--- config.mk ---
export PLATFORM = sky130hd
export DESIGN_NAME = id_ex_fwd_stage
export DESIGN_NICKNAME = d
export VERILOG_FILES = /design/src/rtl/id_ex_fwd_stage_pkg.sv /design/src/rtl/id_ex_fwd_stage_fwd_unit.sv /design/src/rtl/id_ex_fwd_stage.sv
export SDC_FILE = /design/constraint.sdc
export NUM_CORES = 1
export LEC_CHECK = 0
export CAP_MARGIN = 25
export CORE_MARGIN = 4
export CORE_UTILIZATION = 30
export CTS_CLUSTER_DIAMETER = 200
export DETAILED_ROUTE_END_ITERATION = 8
export SLEW_MARGIN = 20
export SYNTH_ARGS = -nofsm -noshare
export SYNTH_HDL_FRONTEND = slang
export SYNTH_HIERARCHICAL = 1
export SYNTH_SLANG_ARGS = --single-unit
--- constraint.sdc ---
create_clock -name clk -period 3.7 [get_ports clk]
set_clock_uncertainty 0.2 [all_clocks]
set_input_delay 0.555 -clock clk [delete_from_list [all_inputs] [get_ports clk]]
set_output_delay 0.555 -clock clk [all_outputs]
set_load 0.02 [all_outputs]
--- src/rtl/id_ex_fwd_stage_pkg.sv ---
// Shared RISC-V pipeline definitions: ALU operation codes, the ID/EX
// control bundle and the operand forwarding source selector.
package riscv_pkg;

  localparam logic [3:0] ALU_ADD  = 4'b0000;
  localparam logic [3:0] ALU_SUB  = 4'b0001;
  localparam logic [3:0] ALU_SLT  = 4'b1010;
  localparam logic [3:0] ALU_XOR  = 4'b0100;
  localparam logic [3:0] ALU_AND  = 4'b1000;
  localparam logic [3:0] ALU_OR   = 4'b0011;
  localparam logic [3:0] ALU_SLL  = 4'b0110;
  localparam logic [3:0] ALU_SRL  = 4'b1100;
  localparam logic [3:0] ALU_ADDI = 4'b0010;
  localparam logic [3:0] ALU_SRA  = 4'b0101;
  localparam logic [3:0] ALU_SLTI = 4'b1001;
  localparam logic [3:0] ALU_BEQ  = 4'b0111;
  localparam logic [3:0] ALU_BNE  = 4'b1110;
  localparam logic [3:0] ALU_BGE  = 4'b1011;
  localparam logic [3:0] ALU_BLT  = 4'b1101;
  localparam logic [3:0] ALU_LUI  = 4'b1111;

  // Control bits carried alongside an instruction from decode into execute.
  typedef struct packed {
    logic reg_write;
    logic mem_read;
    logic mem_write;
    logic mem_to_reg;
    logic branch;
  } id_ex_ctrl_t;

  // Where an execute-stage source operand is taken from.
  typedef enum logic [1:0] {
    FWD_REG = 2'd0,
    FWD_EXM = 2'd1,
    FWD_WB  = 2'd2
  } fwd_sel_t;

endpackage

--- src/rtl/id_ex_fwd_stage_fwd_unit.sv ---
// Operand forwarding selector: for each execute-stage source register,
// choose between the registered file data, the EX/MEM result and the
// writeback data. The younger EX/MEM producer wins; x0 never forwards.
import riscv_pkg::*;

module fwd_unit #(
  parameter int REG_ADDR_W = 5
) (
  input  logic [REG_ADDR_W-1:0] rs1,
  input  logic [REG_ADDR_W-1:0] rs2,
  input  logic [REG_ADDR_W-1:0] exm_rd,
  input  logic                  exm_reg_write,
  input  logic [REG_ADDR_W-1:0] wb_rd,
  input  logic                  wb_reg_write,
  output fwd_sel_t              rs1_sel,
  output fwd_sel_t              rs2_sel
);

  function automatic fwd_sel_t pick(input logic [REG_ADDR_W-1:0] rs);
    fwd_sel_t sel;
    sel = FWD_REG;
    if (exm_reg_write && (exm_rd != '0) && (exm_rd == rs)) begin
      sel = FWD_EXM;
    end else if (wb_reg_write && (wb_rd != '0) && (wb_rd == rs)) begin
      sel = FWD_WB;
    end
    return sel;
  endfunction

  // Select the forwarding source independently for each operand.
  always_comb begin
    rs1_sel = pick(rs1);
    rs2_sel = pick(rs2);
  end

endmodule

--- src/rtl/id_ex_fwd_stage.sv ---
// ID/EX pipeline register with execute-side operand forwarding and
// load-use hazard detection. The registered fields plus the forwarding
// buses directly produce the ALU operands and the store data.
import riscv_pkg::*;

module id_ex_fwd_stage #(
  parameter int DATA_WIDTH    = 32,
  parameter int OPCODE_LENGTH = 4,
  parameter int REG_ADDR_W    = 5
) (
  input  logic                     clk,
  input  logic                     rst_n,
  input  logic                     id_valid,
  input  logic [DATA_WIDTH-1:0]    id_pc,
  input  logic [REG_ADDR_W-1:0]    id_rs1,
  input  logic [REG_ADDR_W-1:0]    id_rs2,
  input  logic [REG_ADDR_W-1:0]    id_rd,
  input  logic [DATA_WIDTH-1:0]    id_rs1_data,
  input  logic [DATA_WIDTH-1:0]    id_rs2_data,
  input  logic [DATA_WIDTH-1:0]    id_imm,
  input  logic [OPCODE_LENGTH-1:0] id_alu_op,
  input  logic                     id_a_sel,
  input  logic                     id_b_sel,
  input  logic                     id_reg_write,
  input  logic                     id_mem_read,
  input  logic                     id_mem_write,
  input  logic                     id_mem_to_reg,
  input  logic                     id_branch,
  input  logic [REG_ADDR_W-1:0]    exm_rd,
  input  logic                     exm_reg_write,
  input  logic [DATA_WIDTH-1:0]    exm_result,
  input  logic [REG_ADDR_W-1:0]    wb_rd,
  input  logic                     wb_reg_write,
  input  logic [DATA_WIDTH-1:0]    wb_data,
  input  logic                     flush,
  input  logic                     hold,
  output logic                     stall_o,
  output logic [DATA_WIDTH-1:0]    SrcA,
  output logic [DATA_WIDTH-1:0]    SrcB,
  output logic [OPCODE_LENGTH-1:0] Operation,
  output logic [DATA_WIDTH-1:0]    ex_store_data,
  output logic                     ex_valid,
  output logic [REG_ADDR_W-1:0]    ex_rd,
  output logic [DATA_WIDTH-1:0]    ex_pc,
  output logic                     ex_reg_write,
  output logic                     ex_mem_read,
  output logic                     ex_mem_write,
  output logic                     ex_mem_to_reg,
  output logic                     ex_branch
);

  logic [REG_ADDR_W-1:0] ex_rs1;
  logic [REG_ADDR_W-1:0] ex_rs2;
  logic [DATA_WIDTH-1:0] ex_rs1_data;
  logic [DATA_WIDTH-1:0] ex_rs2_data;
  logic [DATA_WIDTH-1:0] ex_imm;
  logic                  ex_a_sel;
  logic                  ex_b_sel;
  id_ex_ctrl_t           ex_ctrl;
  id_ex_ctrl_t           id_ctrl;
  logic                  load_use;
  fwd_sel_t              rs1_sel;
  fwd_sel_t              rs2_sel;
  logic [DATA_WIDTH-1:0] fwd_rs1;
  logic [DATA_WIDTH-1:0] fwd_rs2;

  // Decode control bits are qualified by id_valid so empty slots never write.
  always_comb begin
    id_ctrl.reg_write  = id_reg_write  & id_valid;
    id_ctrl.mem_read   = id_mem_read   & id_valid;
    id_ctrl.mem_write  = id_mem_write  & id_valid;
    id_ctrl.mem_to_reg = id_mem_to_reg & id_valid;
    id_ctrl.branch     = id_branch     & id_valid;
  end

  // A load in execute whose destination the decoded instruction reads; rs2
  // only counts when it is actually consumed (register operand or store data).
  always_comb begin
    load_use = ex_valid & ex_ctrl.mem_read & (ex_rd != '0) & id_valid &
               ((ex_rd == id_rs1) |
                ((ex_rd == id_rs2) & ~id_b_sel) |
                ((ex_rd == id_rs2) & id_mem_write));
    stall_o  = load_use & ~flush;
  end

  // Pipeline register: flush beats hold, hold beats a load-use bubble.
  always_ff @(posedge clk or negedge rst_n) begin
    if (!rst_n) begin
      ex_valid    <= 1'b0;
      ex_pc       <= '0;
      ex_rs1      <= '0;
      ex_rs2      <= '0;
      ex_rd       <= '0;
      ex_rs1_data <= '0;
      ex_rs2_data <= '0;
      ex_imm      <= '0;
      Operation   <= ALU_ADD;
      ex_a_sel    <= 1'b0;
      ex_b_sel    <= 1'b0;
      ex_ctrl     <= '0;
    end else if (flush || (!hold && load_use)) begin
      ex_valid    <= 1'b0;
      ex_pc       <= '0;
      ex_rs1      <= '0;
      ex_rs2      <= '0;
      ex_rd       <= '0;
      ex_rs1_data <= '0;
      ex_rs2_data <= '0;
      ex_imm      <= '0;
      Operation   <= ALU_ADD;
      ex_a_sel    <= 1'b0;
      ex_b_sel    <= 1'b0;
      ex_ctrl     <= '0;
    end else if (!hold) begin
      ex_valid    <= id_valid;
      ex_pc       <= id_pc;
      ex_rs1      <= id_rs1;
      ex_rs2      <= id_rs2;
      ex_rd       <= id_rd;
      ex_rs1_data <= id_rs1_data;
      ex_rs2_data <= id_rs2_data;
      ex_imm      <= id_imm;
      Operation   <= id_alu_op;
      ex_a_sel    <= id_a_sel;
      ex_b_sel    <= id_b_sel;
      ex_ctrl     <= id_ctrl;
    end
  end

  fwd_unit #(
    .REG_ADDR_W(REG_ADDR_W)
  ) u_fwd (
    .rs1          (ex_rs1),
    .rs2          (ex_rs2),
    .exm_rd       (exm_rd),
    .exm_reg_write(exm_reg_write),
    .wb_rd        (wb_rd),
    .wb_reg_write (wb_reg_write),
    .rs1_sel      (rs1_sel),
    .rs2_sel      (rs2_sel)
  );

  // Apply the forwarding selection and steer operands into the ALU.
  always_comb begin
    case (rs1_sel)
      FWD_EXM: fwd_rs1 = exm_result;
      FWD_WB:  fwd_rs1 = wb_data;
      default: fwd_rs1 = ex_rs1_data;
    endcase
    case (rs2_sel)
      FWD_EXM: fwd_rs2 = exm_result;
      FWD_WB:  fwd_rs2 = wb_data;
      default: fwd_rs2 = ex_rs2_data;
    endcase
    SrcA          = ex_a_sel ? ex_pc  : fwd_rs1;
    SrcB          = ex_b_sel ? ex_imm : fwd_rs2;
    ex_store_data = fwd_rs2;
  end

  assign ex_reg_write  = ex_ctrl.reg_write;
  assign ex_mem_read   = ex_ctrl.mem_read;
  assign ex_mem_write  = ex_ctrl.mem_write;
  assign ex_mem_to_reg = ex_ctrl.mem_to_reg;
  assign ex_branch     = ex_ctrl.branch;

endmodule
=== Yosys cells after proc, flatten, opt, wreduce, memory -nomap -nowiden ===
Cells that the tools add are included.

* Flip-flop bits (word level): 155
* Bits of input ports: 235
* Logic and storage cells: 87

* Equal/unequal tests: 11
* Multiplexer cells: 32
* Bitwise logic cells: 16
* Reductions and logical operators: 12

{| class="wikitable"
|+ Operator list
! operator !! count
|-
| two-way mux 32 bit || 10
|-
| case mux 32 bit (2 select lines) || 2
|-
| two-way mux 5 bit || 8
|-
| equality test 5 bit || 6
|-
| nonzero test 5 bit || 3
|-
| AND 1 bit || 12
|-
| two-way mux 2 bit || 4
|-
| two-way mux 4 bit || 2
|-
| logical AND 1 bit || 7
|-
| two-way mux 1 bit || 6
|-
| equality test 2 x 1 -> 1 bit (second input constant) || 2
|-
| equality test 2 bit (second input constant) || 2
|-
| != test 2 x 1 -> 1 bit (second input constant) || 1
|-
| NOT 1 bit || 2
|-
| bitwise OR 1 bit || 2
|-
| zero test 1 bit || 1
|-
| logical OR 1 bit || 1
|}

=== Longest topological paths before layout ===
* Word-level depth: 8
* Depth in mapped cells: 11

=== Modules after synthesis ===
Netlist, hierarchy kept.

{| class="wikitable"
|+ By module, submodules not included
! module !! times used !! cells each !! area an instance (um^2)
|-
| id_ex_fwd_stage || 1 || 831 || 7986.4
|-
| fwd_unit || 1 || 34 || 257.7
|}

=== Least setup slack after synthesis ===
Ideal clock, no wire load.

* Path kind: in2out
* Start: in exm_rd[1]
* End: out SrcB[1]
* Data arrival time: 3.204 ns
* Required time: 2.945 ns
* Slack: -0.259 ns
* Stages: 9
* Path buffers: 1
* Cell sequence: or4_1 o21ai_2 nor4_1 nor4_1 ha_1 clkbuf_1 a22oi_1 o21ai_0 mux2_2

* Word-level cells in the longest chain between the ends: 7
* Elaborated cells on any way between the ends: 9

{| class="wikitable"
|+ RTL lines
! item !! line !! RTL
|-
| start, declared || id_ex_fwd_stage.sv:29 || <nowiki>input logic [REG_ADDR_W-1:0] exm_rd,</nowiki>
|-
| nonzero test 5 bit || id_ex_fwd_stage_fwd_unit.sv:22 || <nowiki>if (exm_reg_write && (exm_rd != '0) && (exm_rd == rs)) begin</nowiki>
|-
| logical AND 1 bit || id_ex_fwd_stage_fwd_unit.sv:22 ||
|-
| logical AND 1 bit (*) || id_ex_fwd_stage_fwd_unit.sv:22 ||
|-
| two-way mux 2 bit (*) || id_ex_fwd_stage_fwd_unit.sv:22 ||
|-
| net rs2_sel[0] || id_ex_fwd_stage.sv:63 || <nowiki>fwd_sel_t rs2_sel;</nowiki>
|-
| equality test 2 bit / equality test 2 x 1 -> 1 bit (equally long branches) || id_ex_fwd_stage.sv:150 || <nowiki>case (rs2_sel)</nowiki>
|-
| case mux 32 bit (2 select lines) (*) || id_ex_fwd_stage.sv:150 ||
|-
| net ex_store_data[1] || id_ex_fwd_stage.sv:41 || <nowiki>output logic [DATA_WIDTH-1:0] ex_store_data,</nowiki>
|-
| two-way mux 32 bit (*) || id_ex_fwd_stage.sv:156 || <nowiki>SrcB = ex_b_sel ? ex_imm : fwd_rs2;</nowiki>
|-
| end, declared || id_ex_fwd_stage.sv:39 || <nowiki>output logic [DATA_WIDTH-1:0] SrcB,</nowiki>
|}

The timed path passes the listed nets; every way through them passes the cells marked *.

=== Final worst setup path ===
* Start: in exm_rd[1]
* End: out SrcB[7]

* Word-level cells in the longest chain between the ends: 7
* Elaborated cells on any way between the ends: 9

{| class="wikitable"
|+ RTL lines
! item !! line
|-
| nonzero test 5 bit || id_ex_fwd_stage_fwd_unit.sv:22
|-
| logical AND 1 bit || id_ex_fwd_stage_fwd_unit.sv:22
|-
| logical AND 1 bit (*) || id_ex_fwd_stage_fwd_unit.sv:22
|-
| two-way mux 2 bit (*) || id_ex_fwd_stage_fwd_unit.sv:22
|-
| net rs2_sel[0] || id_ex_fwd_stage.sv:63
|-
| equality test 2 bit / equality test 2 x 1 -> 1 bit (equally long branches) || id_ex_fwd_stage.sv:150
|-
| case mux 32 bit (2 select lines) (*) || id_ex_fwd_stage.sv:150
|-
| two-way mux 32 bit (*) || id_ex_fwd_stage.sv:156
|}

Marked as above.

==> metrics.yaml <==
synth_top_area_cell: "dfrtp_1"
synth.avg_cell_area_um2: 9.53
critical_path_buf_inv_count: 6
synthArstFlopShare: 1.00
place_area_mm2: 0.0128
p_switching_w: 0.00145
start_util: 0.305
grt_pass1_vias: 9326
cts_sinks: 155
core_area_mm2: 0.0270
peakVddDrop_uv: 190
areaGrowthSynthToFinish_pct: 74.4
vias: 8917
setup_viol: 64
min_path_type: "reg2reg"
ys.flop_type: "dfrtp_1"
synth_edf_count: 0
tritoncts: "done"
crit_chain: "buf_6, or4_4, o21ai_4, buf_6, nor4_4, nor4_1, buf_4, inv_4, ha_4, buf_16, a22oi_2, o21ai_2, mux2_2, buf_2"
power_frac_comb: 0.244
slew_violations: 0
fmax_mhz: 257
ys_types: 28
status: "complete, but fails checks"
fillCellCount: 2516
drt_iter0_drc: 553
synth_area_leaders: "dfrtp_1 (47%), a32o_1 (12%), nand2_1 (7.1%), a22oi_1 (5.8%), o21ai_0 (4.4%)"
routedWlPerCell_um: 24.1
final_util: 0.532
die_h_um: 174
grt_pass1_wl_um: 57600
synthTopCellsByCount: "nand2_1 (156), dfrtp_1 (155), a32o_1 (102)"
max_cap_violations: 0
hold_start: "ex_imm[24]"
cts_root_buf: "clkbuf_16"
viasPerCell: 5.49
cp_slowest_stage_delay_ns: 0.53
syn_nets: 1104
synth_seq_cells: 155
crit_path_start: "exm_rd[1]"
die_w_um: 174
cp-start-kind: "input pin"
clkPwrFrac: 0.374
end_kind: "primary output"
nets: 1508
crit_type: "in2out"
layout-drive-gt1-share: 0.314
grt_max_degree: 103
internal_power_w: 0.00340
tightest_slew_ns: 0.830
hold_viol: 0
crit_family: "simple AND/OR/NAND/NOR gates"
layout_setup_ws_ns: -0.198
netlist_area_mm2: 0.00824
path_max_fanout: 8
power.density_mw_per_mm2: 337
ant_nets: 0
die-area_mm2: 0.0302
p_leak_nw: 5.79
period_share: 1.05
hpwlAfterDp_um: 26700
min_period_ns: 3.90
slowest_stage: "or4_4"
clkLatencyLatePin_ns: 0.43
rsz0062_at_grt: "true"
yosys_warnings: 6
grt-ovfl-total: 0
cts.clk_slew.worst_paths_ns: 0.07
fin_area_mm2: 0.0144
cts_buffer_depth: 2
violations: "setup timing"
syn_inst: 865
seq_area_frac_synth: 0.470
r2r_start: "ex_rd[3]"
slew_headroom: 0.447
synth_most_common_cell: "nand2_1"
routed_wl_um: 39200
io_pins: 379
synth_top_area_share: 0.470
numPortBuffers: 378
place_congestion: 0.816
num_rows: 60
drc: 0
arrival_ns: 3.14
required_ns: 2.94
htreeDepth: 4
swShare: 0.299
numCtsBuffers: 17
grt_use_total: 0.247
p_seq_frac: 0.383
cp_common_cell: "buf_6"
firstDrtPassIters: 5
antenna_found_initial: 2
## through the flow
stage          setup slack (ns)  std cells  hold slack, ns  total power (W)  setup TNS [ns]
4_1_cts                  -0.188       1610           0.291          0.00485           -6.21
2_1_floorplan           -0.0646        865          0.0594          0.00231           -1.95
3_5_place_dp              -1.05       1560           0.275          0.00300          -77.71
5_1_grt                  -0.260       1624           0.298          0.00505          -11.56
6_report                 -0.198       1624           0.289          0.00485           -6.06
3_3_place_gp              -1.06       1560           0.267          0.00299          -78.32
## placed cells by master, fill, tap and decap left out, drive strengths merged, types with 2 or more instances in the layout
cell type | Yosys | layout
o21ai | 73 | 73
dfrtp | 155 | 155
clkbuf | 73 | 26
mux2 | 32 | 32
clkinv | 0 | 2
inv | 19 | 25
o22ai | 36 | 36
nand4 | 4 | 4
nand2 | 156 | 156
xor2 | 9 | 9
a32o | 102 | 102
buf | 21 | 198
a22oi | 64 | 64
nor2 | 38 | 38
dlygate4sd2 | 0 | 3
o41ai | 11 | 11
nand3 | 3 | 3
nor3 | 2 | 2
xnor2 | 21 | 21
ha | 4 | 4
a21oi | 32 | 32
clkinvlp | 0 | 3
clkdlybuf4s50 | 0 | 271
nor4 | 4 | 4
or4 | 2 | 2
## power groups by stage
stage          clock, W  sequential [W]  combinational (W)
2_1_floorplan         0         0.00190           0.000405
3_3_place_gp          0         0.00188            0.00111
3_5_place_dp          0         0.00189            0.00111
4_1_cts         0.00185         0.00185            0.00114
5_1_grt         0.00192         0.00187            0.00126
6_report        0.00181         0.00186            0.00118
## layout make-up
type / count / area (µm²) / area share
clock buffers: 20 / 467 / 0.0325
inverters: 19 / 73.8 / 0.00514
multi-input cells: 597 / 4550 / 0.317
flip-flops and latches: 155 / 3880 / 0.270
repair buffers: 479 / 4840 / 0.337
diodes: 1 / 2.50 / 0.000174
well taps: 341 / 427 / 0.0297
clock inverters: 12 / 128 / 0.00888
## final timing paths
kind | endpoint | slack, ns | cells after the start
hold reg to reg | ex_imm[24] | 0.29 | 1
setup / recovery | SrcB[7] | -0.20 | 14
setup reg to reg | ex_pc[2] | 1.26 | 6
max in group asynchronous | ex_imm[26] | 1.92 | 3
min in group asynchronous | ex_rd[3] | 0.50 | 2
hold / removal | ex_imm[24] | 0.29 | 1
## routing by layer
metal  wire length (µm)  global-route usage  share of wire
met1              15400               0.294           0.39
met2              19400               0.425           0.49
met5                 11                   0        0.00028
met4               1170              0.0851          0.030
met3               3200              0.0750          0.082
## repair_timing
action	4_1_cts	5_1_grt
resized for setup	590	111
cloned	7	4
pin swaps	111	58
setup buffers	11	19
endpoints found under the setup margin	96	91
hold buffers	1	0
hold endpoints to repair	9	0
## kinds of logic (layout without fill, tap and decap cells)
logic type | Yosys count | after routing | synth area share
other | 0 | 1 | 0
buffers and inverters | 113 | 530 | 0.0598
adders and majority gates | 4 | 4 | 0.00607
DFF | 155 | 155 | 0.470
muxes | 32 | 32 | 0.0437
xor gates and xnor gates | 30 | 30 | 0.0319
and+or+nand+nor | 212 | 212 | 0.102
AOI/OAI and AO/OA | 319 | 319 | 0.286
Power figures use the tool's default switching activity.
